$ cat src/rtl/serial_sub_nb.sv
// -----------------------------------------------------------------------------
// serial_sub_nb
//   Bit-serial subtractor: diff = a - b - b_in, LSB first, one bit per clock,
//   behind a start/ready/busy/done handshake. Results are registered and held
//   until the completing edge of the next accepted operation.
//
// Optional build macro:
//   SERIAL_SUB_OVF_EN - adds the ovf output. It carries the two's-complement
//                       signed overflow, taken as the borrow into the MSB
//                       XOR the borrow out of the MSB.
//
// Parameters:
//   WIDTH - operand/result width (2..32)
//   CNT_W - bit-counter width, derived from WIDTH; leave at its default
//
// Ports:
//   clk    - rising-edge clock
//   rst_n  - synchronous active-low reset
//   start  - request a new operation; sampled only while ready=1
//   a, b   - minuend / subtrahend, latched on an accepted start
//   b_in   - borrow-in, latched on an accepted start
//   ready  - block can accept start (IDLE or DONE)
//   busy   - operation in progress (SHIFT)
//   done   - one-cycle completion pulse
//   diff   - registered difference
//   b_out  - registered borrow-out (1 when a < b + b_in, unsigned)
//   ovf    - registered signed overflow (SERIAL_SUB_OVF_EN only)
// -----------------------------------------------------------------------------
module serial_sub_nb #(
    parameter int WIDTH = 4,
    parameter int CNT_W = $clog2(WIDTH) + 1
) (
    input  logic             clk,
    input  logic             rst_n,
    input  logic             start,
    input  logic [WIDTH-1:0] a,
    input  logic [WIDTH-1:0] b,
    input  logic             b_in,
    output logic             ready,
    output logic             busy,
    output logic             done,
    output logic [WIDTH-1:0] diff,
    output logic             b_out
`ifdef SERIAL_SUB_OVF_EN
    ,
    output logic             ovf
`endif
);

    typedef enum logic [1:0] {
        IDLE  = 2'd0,
        SHIFT = 2'd1,
        DONE  = 2'd2
    } state_t;

    state_t           state_reg;
    state_t           state_next;

    logic [WIDTH-1:0] a_sh_reg;
    logic [WIDTH-1:0] b_sh_reg;
    logic [WIDTH-1:0] res_sh_reg;
    logic             br_reg;
    logic [CNT_W-1:0] cnt_reg;

    logic             accept;
    logic             last_bit;
    logic             d_bit;
    logic             br_next;
    logic [WIDTH-1:0] res_next;

    // One full-subtractor cell applied to the current LSBs.
    always_comb begin
        d_bit    = a_sh_reg[0] ^ b_sh_reg[0] ^ br_reg;
        br_next  = (~a_sh_reg[0] & b_sh_reg[0]) |
                   (~(a_sh_reg[0] ^ b_sh_reg[0]) & br_reg);
        res_next = {d_bit, res_sh_reg[WIDTH-1:1]};
        last_bit = (cnt_reg == CNT_W'(WIDTH - 1));
    end

    // Handshake outputs depend on registered state only; start affects
    // nothing combinationally except the next-state decision.
    always_comb begin
        state_next = state_reg;
        ready      = 1'b0;
        busy       = 1'b0;
        done       = 1'b0;
        accept     = 1'b0;
        case (state_reg)
            IDLE: begin
                ready = 1'b1;
                if (start) begin
                    accept     = 1'b1;
                    state_next = SHIFT;
                end
            end
            SHIFT: begin
                busy = 1'b1;
                if (last_bit) begin
                    state_next = DONE;
                end
            end
            DONE: begin
                ready = 1'b1;
                done  = 1'b1;
                if (start) begin
                    accept     = 1'b1;
                    state_next = SHIFT;
                end else begin
                    state_next = IDLE;
                end
            end
            default: begin
                state_next = IDLE;
            end
        endcase
    end

    always_ff @(posedge clk) begin
        if (!rst_n) begin
            state_reg  <= IDLE;
            a_sh_reg   <= '0;
            b_sh_reg   <= '0;
            res_sh_reg <= '0;
            br_reg     <= 1'b0;
            cnt_reg    <= '0;
            diff       <= '0;
            b_out      <= 1'b0;
`ifdef SERIAL_SUB_OVF_EN
            ovf        <= 1'b0;
`endif
        end else begin
            state_reg <= state_next;
            if (accept) begin
                a_sh_reg   <= a;
                b_sh_reg   <= b;
                br_reg     <= b_in;
                res_sh_reg <= '0;
                cnt_reg    <= '0;
            end else if (state_reg == SHIFT) begin
                a_sh_reg   <= a_sh_reg >> 1;
                b_sh_reg   <= b_sh_reg >> 1;
                br_reg     <= br_next;
                res_sh_reg <= res_next;
                cnt_reg    <= cnt_reg + CNT_W'(1);
                // The final bit goes straight into the held outputs so the
                // result is visible in the DONE cycle.
                if (last_bit) begin
                    diff  <= res_next;
                    b_out <= br_next;
`ifdef SERIAL_SUB_OVF_EN
                    // br_reg is the borrow into the MSB on this last step.
                    ovf   <= br_reg ^ br_next;
`endif
                end
            end
        end
    end

endmodule
$ cat config.mk
export PLATFORM = sky130hd
export DESIGN_NAME = serial_sub_nb
export DESIGN_NICKNAME = d
export VERILOG_FILES = /design/src/rtl/serial_sub_nb.sv
export SDC_FILE = /design/constraint.sdc
export NUM_CORES = 1
export LEC_CHECK = 0
export BUFFER_PORTS_ARGS = -buffer_cell sky130_fd_sc_hd__buf_2
export CORE_AREA = 3 3 70 46
export CTS_CLUSTER_DIAMETER = 100
export CTS_CLUSTER_SIZE = 20
export DETAILED_ROUTE_END_ITERATION = 8
export DIE_AREA = 0 0 73 49
export GPL_ROUTABILITY_DRIVEN = 1
export GPL_TIMING_DRIVEN = 0
export PLACE_DENSITY = 0.58
export SYNTH_ARGS = -nofsm -noshare
export SYNTH_HDL_FRONTEND = slang
export SYNTH_SLANG_ARGS = --single-unit
$ cat constraint.sdc
create_clock -name clk -period 1.7 [get_ports clk]
set_clock_uncertainty 0.15 [all_clocks]
set_input_delay 0.17 -clock clk [delete_from_list [all_inputs] [get_ports clk]]
set_output_delay 0.17 -clock clk [all_outputs]
set_load 0.1 [all_outputs]
==> run metrics <==
Cell Rows 14; DR DRC count 0; CTS Buf Count 3; total power approximately 1.0 mW; I/O Buffers 19; Clock H-tree levels 1; final cycle utilization of the critical path 94.8%; gpl congestion between 0.7 and 0.8; post-synth cell types 27; drt total wl approximately 1900 um; layout cells sized above 1 between 20% and 30%; reg2reg setup slack approximately 220 ps; Peak VDD IR 0.372 mV; Ports 20; CP Launch Type register; min-delay worst type in2reg; first-pass detailed-route iteration total 4; Clock Path Buffers 2; TNS Setup 0 ps; RSZ-0062 raised after global routing false; clk root buf clkbuf_8; maxcap violations 0; Routed Antenna Nets 0; routed via count between 700 and 800; Setup crit end busy; CTS tree built; crit path time final ~1600 ps; Pins Over Slew Limit 0; post-layout util 42.6%; antenna violations before repair 0; Fin. Hold Viols 0; mean area per synthesized cell 8.66 sq um; WL/cell between 10 and 15 um; crit end category primary output; synth warn 0; register area share after synthesis about half; DP Worst Slack about 3.6 ps; Initial Util a little over a third; Via density between 4 and 5; Antenna Cells 0; peak fanout along the critical path 10; worst hold slack around 8 ps; CTS Sinks 22; reg2reg end diff[2]$_SDFFE_PN0P_; Core Area 2540 sq um; Clock Latency Late Sink approximately 260 ps; global-route wire length before repair about 3000 um; largest net degree at the start of global routing 12; clk slew on worst S/H paths about 70 ps; Fillers between 200 and 300; grt ovf 0; worst r2r path cells 5; Synth Net Count ~120; die height between 40 and 50 um; Die ar. between 3000 and 4000 sq um; post-DP HPWL about 1500 um; mapped cell area between 800 and 900 sq um; Worst R2R Start cnt_reg[0]$_SDFFE_PP0N_; CP Class reg2out; Initial DRC Count 17; vias in the first global route 673; Setup Buffers After CTS 0; Synth Instances slightly above 100; Yosys reg bits 22; run status finished clean; Setup WS post-layout approximately 88 ps; nets@finish about 140; Power Density 961 nW/um^2; Worst Tran Pin Value ~490 ps; Area Growth Syn to Fin 21.2%; fmax 620 MHz; Total GRT Usage 11.0%; Crit path required time ~1400 ps; Rel. slew slack 67.9%; # hold bufs at CTS 0; # setup viols final 0; worst path arrival time 1290 ps; Die X between 70 and 80 um; LEAKAGE 0.431 nW; Setup crit start state_reg[1]$_SDFFE_PN0P_
==> routing by layer <==
| layer | part of all wire [%] | routed length [um] | track usage, % |
|---|---|---|---|
| met1 | 52 | 993 | 15.4 |
| met2 | 42 | 814 | 15.4 |
| met3 | 6.1 | 117 | 4.94 |
| met4 | 0 | 0 | 1.84 |
| met5 | 0 | 0 | 0 |
==> area by class of cell <==
cell class | instances | area, sq um | share of cell area [%]
inverters | 6 | 22.5 | 2.08
clock buffers | 3 | 41.3 | 3.82
repair buffers | 19 | 105 | 9.72
plain buffers | 6 | 36.3 | 3.36
well taps | 32 | 40.0 | 3.70
flip-flops and latches | 22 | 442 | 40.9
multi-input cells | 68 | 394 | 36.5
==> where the power goes <==
group	switching [mW]	internal [mW]	leakage [nW]	total, mW
registers	0.0160	0.541	0.180	0.557
logic	0.107	0.0621	0.230	0.169
clock network	0.154	0.158	0.0216	0.312
total	0.278	0.761	0.431	1.04
==> Yosys cell counts (all sizes together) <==
library cell,instances,area share (%)
a211oi,2,1.7
a21oi,12,6.7
a22oi,2,1.7
a311oi,1,0.98
a31oi,2,1.4
buf,5,3.6
clkbuf,2,0.84
dfxtp,22,49
fa,1,2.2
ha,2,2.8
inv,6,2.5
mux2i,1,1.1
nand2,16,6.7
nand2b,2,1.7
nand3,7,3.9
nand3b,1,0.84
nor2,4,1.7
nor2b,2,1.4
nor3,6,3.4
o21a,1,0.84
o21ai,2,1.1
o221ai,1,0.98
o22ai,2,1.4
xnor2,1,0.98
==> worst max-delay path: stages (launching register included) <==
cell      delay (ps)
dfxtp_1          320
nand2b_2         230
inv_2             90
buf_4            180
buf_8            210
==> layout by cell type (no fill, tap or decap), types with 2 or more instances in the layout <==
cell | netlist | layout
clkbuf_8 | 0 | 3
o22ai_1 | 2 | 2
a22oi_1 | 2 | 2
nor3_1 | 6 | 6
nand3_1 | 7 | 7
a21oi_1 | 12 | 12
nor2_1 | 4 | 4
a31oi_1 | 2 | 2
dfxtp_1 | 22 | 21
a211oi_1 | 2 | 2
buf_4 | 3 | 3
inv_1 | 5 | 5
nand2_1 | 16 | 16
buf_2 | 2 | 20
o21ai_0 | 2 | 2
==> worst min path at each step <==
stage | start | end | slack (ps) | depth (start not counted)
final | a[3] | a_sh_reg[3]$_SDFFE_PN0P_ | 8 | 3
after global routing | a[3] | a_sh_reg[3]$_SDFFE_PN0P_ | 10 | 3
after CTS | a[3] | a_sh_reg[3]$_SDFFE_PN0P_ | 3 | 3
after detailed placement | a[3] | a_sh_reg[3]$_SDFFE_PN0P_ | 280 | 3
after global placement | a[3] | a_sh_reg[3]$_SDFFE_PN0P_ | 270 | 3
after floorplan | a[3] | a_sh_reg[3]$_SDFFE_PN0P_ | 160 | 2
==> logic make-up (layout without fill, tap and decap cells) <==
kind of cell    after synthesis  after routing  synth area share [%]
simple gates                 38             38                  19.6
compound gates               25             25                  16.8
flops                        22             22                  49.4
buf+inv                      13             34                  7.01
fa+ha+maj                     3              3                  5.05
xor+xnor                      1              1                 0.982
mux                           1              1                  1.12
==> repair_timing <==
action                                  4_1_cts  5_1_grt
resized for setup                             2        3
endpoints found under the setup margin        5        4
gates cloned                                  0        0
==> stage by stage <==
step	instances	instance area (sq um)
after CTS	156	1070
after global routing	156	1080
after floorplan	103	895
after detailed placement	154	1030
after global placement	154	1030
final	156	1080
(Power assumes the default switching activity.)
